<file path="src/rtl/cdb_arbiter.sv">
// Common-data-bus arbiter: round-robin grant across functional units,
// registered single-entry broadcast with flush squash.
package cdb_pkg;

    // One CDB broadcast entry (186 bits).
    typedef struct packed {
        logic        valid;
        logic [5:0]  rob_idx;
        logic [5:0]  prd;
        logic [4:0]  rd;
        logic [63:0] data;
        logic [63:0] target_pc;
        logic [31:0] inst;
        logic [4:0]  exc_cause;
        logic        exception;
        logic        mispredict;
        logic        taken;
    } cdb_output_t;

endpackage

module cdb_arbiter
    import cdb_pkg::*;
#(
    parameter int N_REQ = 4,
    parameter int PTR_W = $clog2(N_REQ)
) (
    input  logic                          clk,
    input  logic                          rst,
    input  logic        [N_REQ-1:0]       req_valid,
    input  cdb_output_t [N_REQ-1:0]       req_data,
    output logic        [N_REQ-1:0]       req_ready,
    input  logic                          flush,
    output cdb_output_t                   cdb_out,
    output logic        [PTR_W-1:0]       rr_ptr
);

    cdb_output_t      cdb_q;
    cdb_output_t      cdb_d;
    logic [PTR_W-1:0] ptr_q;
    logic [PTR_W-1:0] ptr_d;
    logic [N_REQ-1:0] grant;
    logic [PTR_W-1:0] gidx;
    logic             hs;

    // Round-robin scan starting at ptr_q; first valid requester wins.
    always_comb begin
        int unsigned idx;
        grant = '0;
        gidx  = '0;
        hs    = 1'b0;
        idx   = 0;
        if (!rst && !flush) begin
            for (int k = 0; k < N_REQ; k++) begin
                idx = (int'(ptr_q) + k) % N_REQ;
                if (!hs && req_valid[idx]) begin
                    hs         = 1'b1;
                    grant[idx] = 1'b1;
                    gidx       = PTR_W'(idx);
                end
            end
        end
    end

    // Next bus entry and pointer; pointer only moves on a handshake.
    always_comb begin
        cdb_d       = cdb_q;
        cdb_d.valid = 1'b0;
        ptr_d       = ptr_q;
        if (hs) begin
            cdb_d       = req_data[gidx];
            cdb_d.valid = 1'b1;
            if (gidx == PTR_W'(N_REQ - 1)) begin
                ptr_d = '0;
            end else begin
                ptr_d = gidx + 1'b1;
            end
        end
    end

    // State registers with synchronous reset.
    always_ff @(posedge clk) begin
        if (rst) begin
            cdb_q <= '0;
            ptr_q <= '0;
        end else begin
            cdb_q <= cdb_d;
            ptr_q <= ptr_d;
        end
    end

    assign req_ready = grant;
    assign cdb_out   = cdb_q;
    assign rr_ptr    = ptr_q;

endmodule
</file>
<file path="config.mk">
export PLATFORM = sky130hd
export DESIGN_NAME = cdb_arbiter
export DESIGN_NICKNAME = d
export VERILOG_FILES = /design/src/rtl/cdb_arbiter.sv
export SDC_FILE = /design/constraint.sdc
export NUM_CORES = 1
export LEC_CHECK = 0
export BUFFER_PORTS_ARGS = -buffer_cell sky130_fd_sc_hd__buf_2
export CORE_AREA = 2 2 366 368
export DETAILED_ROUTE_END_ITERATION = 10
export DIE_AREA = 0 0 368 370
export HOLD_SLACK_MARGIN = 0.05
export PLACE_DENSITY = 0.3
export SETUP_SLACK_MARGIN = 0.02
export SYNTH_ARGS = -nofsm -noshare
export SYNTH_HDL_FRONTEND = slang
export SYNTH_SLANG_ARGS = --single-unit
</file>
<file path="constraint.sdc">
create_clock -name clk -period 3.74 [get_ports clk]
set_input_delay 0.374 -clock clk [delete_from_list [all_inputs] [get_ports clk]]
set_output_delay 0.374 -clock clk [all_outputs]
set_load 0.02 [all_outputs]
</file>
## Yosys cells after proc, flatten, opt, wreduce, memory -nomap -nowiden

Index checks and enable logic that the tools add are counted.

| storage, ports and cells | value |
|---|---|
| output and inout port bits | 192 |
| input port bits | 751 |
| bits in latches | 0 |
| word-level logic and storage cells | 89 |
| memory bits (writable) | 0 |
| memories kept | 0 |
| ROM bits | 0 |
| bits in registers | 188 |

| cells by class | value |
|---|---|
| div/mod/pow operators | 0 |
| add/sub/neg operators | 4 |
| shifts and indexed selects | 0 |
| order comparisons | 9 |
| bitwise operators | 6 |
| multiplexer cells | 41 |
| reduce and logical (&&, ||, !) cells | 16 |
| equal/unequal tests | 1 |
| multipliers | 0 |

Operators with widths:

| cell | count |
|---|---|
| binary-select mux 186 bit (select 2 bit) | 1 |
| 2-to-1 mux 186 bit | 1 |
| 2-to-1 mux 185 bit | 1 |
| >= comparator 32 x 1 -> 1 bit, second input constant | 3 |
| less-than comparator 32 x 3 -> 1 bit, second input constant | 3 |
| 2-to-1 mux 4 bit | 8 |
| 2-to-1 mux 1 bit | 16 |
| 2-to-1 mux 2 bit | 6 |
| bitwise OR 4 bit | 3 |
| binary-select mux 1 bit (select 2 bit) | 4 |
| demux 1 bit (select 2 bit) | 4 |
| logical AND 1 bit | 8 |
| less-than comparator 2 x 3 -> 1 bit, second input constant | 2 |
| OR reduction 2 bit | 3 |
| zero test 1 bit | 5 |
| adder 2 x 1 -> 2 bit, second input constant | 2 |
| adder 2 bit, second input constant | 2 |
| bitwise AND 1 bit, first input constant | 3 |
| equality test 2 bit, second input constant | 1 |
| >= comparator 2 x 1 -> 1 bit, second input constant | 1 |

## Longest topological paths before layout

Gate-level depths: netlist (run 1).

| depth | value |
|---|---|
| depth in word-level cells | 19 |
| mapped depth | 14 |
| depth with buffers taken out | 8 |

## Least setup slack after synthesis (run 1)

OpenSTA, ideal clock, no wires.

| path | value |
|---|---|
| path kind | register to register |
| start point | register ptr_q[0] (netlist: rr_ptr[0]) |
| end point | register cdb_q, in the netlist cdb_out[106] |
| slack | 0.396 ns |
| required time | 3.645 ns |
| setup time | 0.095 ns |
| clock period less this slack | 3.344 ns |
| path buffers | 5 |
| arrival time | 3.249 ns |
| cell stages (with the launch flop) | 14 |
| cells stage by stage | dfxtp_1 -> buf_4 -> buf_2 -> inv_1 -> ha_1 -> clkbuf_1 -> mux4_2 -> nor2b_1 -> o21ai_2 -> a21o_1 -> buf_2 -> buf_2 -> mux2i_1 -> a221oi_1 |

| between the ends | value |
|---|---|
| word-level cells in the longest chain between the ends | 18 |
| elaborated cells on any way between the ends | 32 |
| those cells by class | add/sub: 3; mux: 23; reduce/logical: 6 |

Ends and longest elaborated chain:

| item | line | source |
|---|---|---|
| from (decl) | 40 | `logic [PTR_W-1:0] ptr_q;` |
| from (signal assigned) | 88 | `ptr_q <= ptr_d;` |
| binary-select mux 1 bit (select 2 bit) | 56 | `if (!hs && req_valid[idx]) begin` |
| 2-to-1 mux 1 bit (not written as such) | 56 |  |
| 2-to-1 mux 1 bit | 56 |  |
| 2-to-1 mux 1 bit | 53 | `if (!rst && !flush) begin` |
| zero test 1 bit | 56 |  |
| logical AND 1 bit | 56 |  |
| 2-to-1 mux 1 bit | 56 |  |
| 2-to-1 mux 1 bit | 53 |  |
| [... 2 more ...] | - |  |
| 2-to-1 mux 1 bit | 56 |  |
| 2-to-1 mux 1 bit | 53 |  |
| zero test 1 bit | 56 |  |
| logical AND 1 bit | 56 |  |
| 2-to-1 mux 2 bit | 56 |  |
| 2-to-1 mux 2 bit | 53 |  |
| binary-select mux 186 bit (select 2 bit) | 71 | `cdb_d = req_data[gidx];` |
| 2-to-1 mux 185 bit (not written as such) | 71 |  |
| to (signal assigned) | 84 | `cdb_q <= '0;` |
| to (signal assigned) | 87 | `cdb_q <= cdb_d;` |
| to (decl) | 38 | `cdb_output_t cdb_q;` |

Parallel ways exist; a longest one is shown, timed or not. The select of a mux whose other input is x is not followed.
A chain may end at the register's enable or synchronous reset.

## Worst setup path after layout (run 1)

| path | value |
|---|---|
| start point | register ptr_q[0] (netlist: rr_ptr[0]) |
| end point | register cdb_q, in the netlist cdb_out[66] |

Same word-level chain as after synthesis.

==> results of run 1 <==
## layout make-up
type,count,share of cell area
multi-input combinational,1363,0.3910
timing repair buffer,1131,0.3097
sequential,188,0.1686
tap,1768,0.09910
clock buffer,20,0.02091
clock inverter,12,0.007118
antenna,28,0.003139
inverter,3,0.0005045
## power groups by stage
stage / Sequential (mW) / Clock (mW) / Combinational, mW
after global placement: 2.74 / 0 / 4.72
after floorplan: 3.21 / 0 / 2.01
final: 2.69 / 2.21 / 4.90
after detailed placement: 2.73 / 0 / 4.73
after global routing: 2.74 / 2.37 / 5.29
after CTS: 2.69 / 2.34 / 4.90
## critical path, stage by stage, from the launching register on
cell and delay, ns:
dfxtp_1 0.38, inv_2 0.10, ha_2 0.44, mux4_2 0.34, o21ba_2 0.23, or3_4 0.40, a21oi_4 0.21, buf_4 0.18
buf_12 0.25, nand2_1 0.11, a32oi_1 0.19, dlygate4sd3_1 0.56
## sequential cells by signal, indices dropped and copies added, names as in the netlist
| name | cells |
|---|---|
| cdb_out | 186 |
| rr_ptr | 2 |
## cell families after synthesis
family,count (synthesis)
adders and majority gates,8
DFF,188
muxes,8
buffers and inverters,212
and+or+nand+nor,589
AOI/OAI and AO/OA,757
xor gates and xnor gates,1
## worst paths after layout
| kind | end | slack [ns] | cells after the start | startpoint |
|---|---|---|---|---|
| hold reg to reg | cdb_out[106]$_SDFFE_PP0P_ | 0.51 | 2 | cdb_out[106]$_SDFFE_PP0P_ |
| setup reg to reg | cdb_out[66]$_SDFFE_PP0P_ | 0.17 | 11 | rr_ptr[0]$_SDFFE_PP0P_ |
| setup / recovery | cdb_out[66]$_SDFFE_PP0P_ | 0.17 | 11 | rr_ptr[0]$_SDFFE_PP0P_ |
| hold / removal | cdb_out[32]$_SDFFE_PP0P_ | 0.11 | 3 | req_data[590] |
## placed cells by master (no fill, tap or decap), types with 4 or more instances in the layout
cell type	synthesis	layout
a221oi_1	5	5
a22oi_1	372	372
a31o_1	20	20
a31o_2	164	164
a32oi_1	184	184
buf_12	0	31
buf_2	73	938
buf_4	3	45
clkbuf_16	0	20
dfxtp_1	188	188
diode_2	0	28
dlygate4sd3_1	0	108
ha_1	8	7
nand2_1	553	553
nor2_1	14	12
o21ai_0	4	4
## through the flow
step	cells	power, mW	cell area, sq um	hold slack (ns)	util
floorplan	1763	5.215	13330	0.5402	-
global placement	4336	7.465	20390	0.4785	0.1540
detailed placement	4336	7.452	20390	0.4947	0.1540
CTS	4476	9.918	22100	0.05000	0.1669
global route	4511	10.39	22320	0.07748	0.1685
finish	4513	9.806	22320	0.1137	0.1685
## what timing repair did
| item | in CTS | in global routing |
|---|---|---|
| gates resized for setup | 0 | 10 |
| hold endpoints to repair | 78 | 0 |
| setup endpoints to repair | 0 | 28 |
| hold buffers | 108 | 0 |
| buffers inserted | 0 | 5 |
## layer usage
layer  track usage  share of wire
met1        0.1720           0.40
met3       0.04059          0.069
met4       0.06044          0.026
met2        0.2561           0.50
met5             0         0.0013
==> impl_metrics.ini, run 1 <==
[outcome]
outcome = complete, no violations

[pwr]
sw_frac_of_total = 0.4478
sequentialPowerShare = 0.275
pwr-share-comb = 0.500
ir_worst_vdd_mv = 0.3188
p_sw_mw = 4.392
p_leak_nw = 9.320
pwr-share-clk = 0.225
p_int_mw = 5.414
powerDensity_mw_per_mm2 = 439.3

[worst_setup_path]
path_class = reg -> reg
worstSetupEndpointType = flop
cp_max_fo = 59
worstPathArrival_ns = 4.05
cp-start-kind = flop
cp.required_ns = 4.21

[logic_synthesis]
synth_top_cell_area_share = 0.2824
synth-simple-area-share = 0.1711
synth_edf_count = 0
synth_fa_ha_area_frac = 0.007511
synthFlopType = dfxtp_1
synth_top_family_by_area = compound AO/OA/AOI/OAI gates
synth_area_leaders = dfxtp_1 (28%), a22oi_1 (21%), nand2_1 (16%)
syn_area_sq_mm = 0.01333
synth_xor_area_frac = 0.0006572
synth.distinct_cells = 40
synth_mux_area_frac = 0.009013
syn_inst = 1763
synth.net_count = 2522
ys_warn_count = 0
synth_compound_area_frac = 0.4619
synth-seq-cells = 188
yosysTopAreaCell = dfxtp_1
synth_common_cells = nand2_1 (553), a22oi_1 (372), dfxtp_1 (188), a32oi_1 (184), a31o_2 (164)
yosysSeqAreaShare = 0.2824
async_reset_ff_frac = 0
avgSynthCellArea_sq_um = 7.559
synth_most_common_cell = nand2_1

[clock_tree]
clkSinkCount = 188
clk_path_buf_depth = 2
htreeDepth = 4
clockRootBuffer = clkbuf_16
cts.reportedPaths.clkPinSlew_ns = 0.09
cts_tree = done
cts_buffers = 17
clkLatencyLatePin_ns = 0.53

[global_routing]
grt_max_degree = 99
grt_pass1_wl_microns = 146800
grt_pass1_vias = 19594
track_usage = 0.1482
antenna_found_initial = 60
grt-ovfl-total = 0

[floorplanning]
core_sq_mm = 0.1325
die_w_microns = 368
pin_count = 943
initial_core_util = 0.1006
die-area_sq_mm = 0.1362
rows = 134
die_y_microns = 370

[placement]
gp_congestion = 0.8326
hpwlAfterDp_microns = 79550
port_buffers = 938
pre_cts_ws_ns = 0.5551

[sta]
period_minus_slack_ns = 3.574
worstMarginPinSlew_ns = 0.8474
finalHoldViolCount = 0
finalCritPeriodShare = 0.9557
max_freq_mhz = 279.8
fin_setup_tns_ns = 0
fin_ws_ns = 0.1658
slew_headroom = 0.4351
finalSetupViolations = 0
drv_slew = 0
fin_skew_ns = 0.01311
rsz0062_at_grt = true

[detailed_routing]
ant_nets = 0
drc_errors = 0
vias = 19381
firstDrtPassIters = 5
wl_per_cell_microns = 24.10
wirelength_microns = 108700
via_per_inst = 4.294
drt_iter0_drc = 1185

[final_layout]
multi_input_area_sq_mm = 0.008727
final_nets = 3463
n_fill_cell = 15334
regArea_sq_mm = 0.003764
final_layout_size_suffix_gt1_frac = 0.4575
area_delta_synth_final_pct = 67.51

[min_path]
min_path_type = in -> reg

[flow_run]
cap_viol_max_count = 0
(Power assumes the default switching activity.)
==> run 2, diff against run 1 <==
--- a/constraint.sdc
+++ b/constraint.sdc
@@ -3,2 +3,2 @@
 set_output_delay 0.374 -clock clk [all_outputs]
-set_load 0.02 [all_outputs]
+set_load 0.05 [all_outputs]
==> run 2 against run 1 <==
Effect of this change: die area is the same; critical path depth rose by 1; routed wire length increased by 6.6%; non-clock buffer count increased by 74; register-to-register slack improved by 0.06 ns; sequential share of layout area fell by 0.47 points; sequential cell count is the same; core utilization up 0.50 points; maximum frequency up 1.8%; final cell count grew 1.4%; first-iteration DRC count up 3.5%; hold slack got worse by 0.0080 ns; critical endpoint is now cdb_out[5]$_SDFFE_PP0P_.
==> impl_metrics.ini, run 2 (synthesized netlist as in run 1, its figures left out) <==
[sta]
slew_headroom = 0.5278
fin_ws_ns = 0.2282
fin_skew_ns = 0.01924
fin_setup_tns_ns = 0
finalSetupViolations = 0
period_minus_slack_ns = 3.512
max_freq_mhz = 284.8
drv_slew = 0
finalCritPeriodShare = 0.9390
finalHoldViolCount = 0
worstMarginPinSlew_ns = 0.7083
rsz0062_at_grt = false

[clock_tree]
cts.reportedPaths.clkPinSlew_ns = 0.10
clockRootBuffer = clkbuf_16
cts_tree = done
htreeDepth = 4
clkSinkCount = 188
cts_buffers = 17
clk_path_buf_depth = 2
clkLatencyLatePin_ns = 0.54

[min_path]
min_path_type = in -> reg

[floorplanning]
rows = 134
core_sq_mm = 0.1325
die_y_microns = 370
die-area_sq_mm = 0.1362
die_w_microns = 368
initial_core_util = 0.1006
pin_count = 943

[pwr]
ir_worst_vdd_mv = 0.3608
p_sw_mw = 5.576
p_leak_nw = 9.607
sequentialPowerShare = 0.249
pwr-share-comb = 0.554
sw_frac_of_total = 0.5126
pwr-share-clk = 0.198
powerDensity_mw_per_mm2 = 473.1
p_int_mw = 5.301

[global_routing]
grt_pass1_vias = 20097
grt_max_degree = 85
grt-ovfl-total = 0
antenna_found_initial = 74
track_usage = 0.1595
grt_pass1_wl_microns = 156400

[detailed_routing]
wl_per_cell_microns = 25.32
drc_errors = 0
vias = 19928
firstDrtPassIters = 5
via_per_inst = 4.354
wirelength_microns = 115900
ant_nets = 0
drt_iter0_drc = 1227

[worst_setup_path]
cp-start-kind = flop
worstSetupEndpointType = flop
cp.required_ns = 4.24
cp_max_fo = 36
path_class = reg -> reg
worstPathArrival_ns = 4.01

[final_layout]
area_delta_synth_final_pct = 72.51
layout_commonest_cell = buf_2
layout_common_cells = buf_2 (938), nand2_1 (553), a22oi_1 (372)
final_nets = 3537
largest_register_ffs = 186
final_layout_size_suffix_gt1_frac = 0.4565
n_fill_cell = 15365
stdcell_count = 4577

[flow_run]
cap_viol_max_count = 0

[outcome]
outcome = complete, no violations

[placement]
pre_cts_ws_ns = 0.5325
placed_cells = 4363
hpwlAfterDp_microns = 87940
gp_congestion = 0.8183
port_buffers = 938
-- run 2: cell types whose count changed in the layout (fill, tap and decap cells not counted), moves of 3 or more --
cell,change
bufinv_16,-3
clkbuf_8,-3
buf_12,+7
diode_2,-10
clkinv_8,+4
nor2_1,-4
inv_6,+5
nor2_2,+4
dlygate4sd3_1,+47
clkinv_2,-3
buf_6,-3
buf_4,+26
-- run 2: power by group through the flow --
stage          Combinational, mW  Sequential (mW)  Clock (mW)
2_1_floorplan               2.02             4.16           0
3_3_place_gp                5.83             2.75           0
3_5_place_dp                5.82             2.74           0
4_1_cts                     6.01             2.70        2.25
5_1_grt                     6.39             2.75        2.31
6_report                    6.02             2.70        2.15
-- run 2: timing repair --
action,4_1_cts,5_1_grt
gates resized for setup,1,5
endpoints found under the hold margin,110,0
setup endpoints to repair,4,24
gates cloned,0,2
pin swaps,0,1
setup buffers,0,7
hold buffers,155,0
-- run 2: area by class of cell --
type	count	area, sq um	area share
diodes	18	45.04	0.001959
clock buffers	17	425.4	0.01850
clock inverters	15	172.7	0.007511
inverters	3	15.01	0.0006531
multi-input cells	1363	8735	0.3799
flip-flops and latches	188	3767	0.1639
well taps	1768	2212	0.09622
repair buffers	1205	7617	0.3313
-- run 2: path summary, 6_finish.rpt --
path | depth (start not counted) | from | slack, ns | endpoint
min | 3 | req_data[380] | 0.11 | cdb_out[8]$_SDFFE_PP0P_
min reg2reg | 2 | cdb_out[106]$_SDFFE_PP0P_ | 0.50 | cdb_out[106]$_SDFFE_PP0P_
max | 12 | rr_ptr[0]$_SDFFE_PP0P_ | 0.23 | cdb_out[5]$_SDFFE_PP0P_
max reg2reg | 12 | rr_ptr[0]$_SDFFE_PP0P_ | 0.23 | cdb_out[5]$_SDFFE_PP0P_
-- run 2: per-layer routing --
| layer | up-vias | wire length [microns] | part of all wire | track usage |
|---|---|---|---|---|
| met5 | - | 241 | 0.0021 | 0 |
| met3 | 179 | 8089 | 0.070 | 0.04495 |
| met4 | 40 | 2196 | 0.019 | 0.03736 |
| met1 | 9879 | 47300 | 0.41 | 0.1886 |
| li1 | 8911 | - | - | - |
| met2 | 919 | 58050 | 0.50 | 0.2831 |
-- run 2: worst max-delay path, stage by stage (launching register included) --
cell	delay (ns)
dfxtp_4	0.41
clkinvlp_4	0.15
ha_1	0.34
buf_4	0.17
mux2i_1	0.13
o21ba_2	0.28
or3_4	0.39
a21oi_4	0.25
buf_12	0.21
buf_16	0.22
nand2_1	0.09
a32oi_1	0.19
dlygate4sd3_1	0.56
-- run 2: stage by stage --
step | utilization | hold WS (ns) | total power [mW] | area (sq um)
6_report | 0.1736 | 0.1057 | 10.88 | 22990
5_1_grt | 0.1735 | 0.07132 | 11.44 | 22970
4_1_cts | 0.1723 | 0.05005 | 10.96 | 22820
3_5_place_dp | 0.1560 | 0.4811 | 8.562 | 20670
3_3_place_gp | 0.1560 | 0.4796 | 8.587 | 20670
2_1_floorplan | - | 0.5402 | 6.180 | 13340
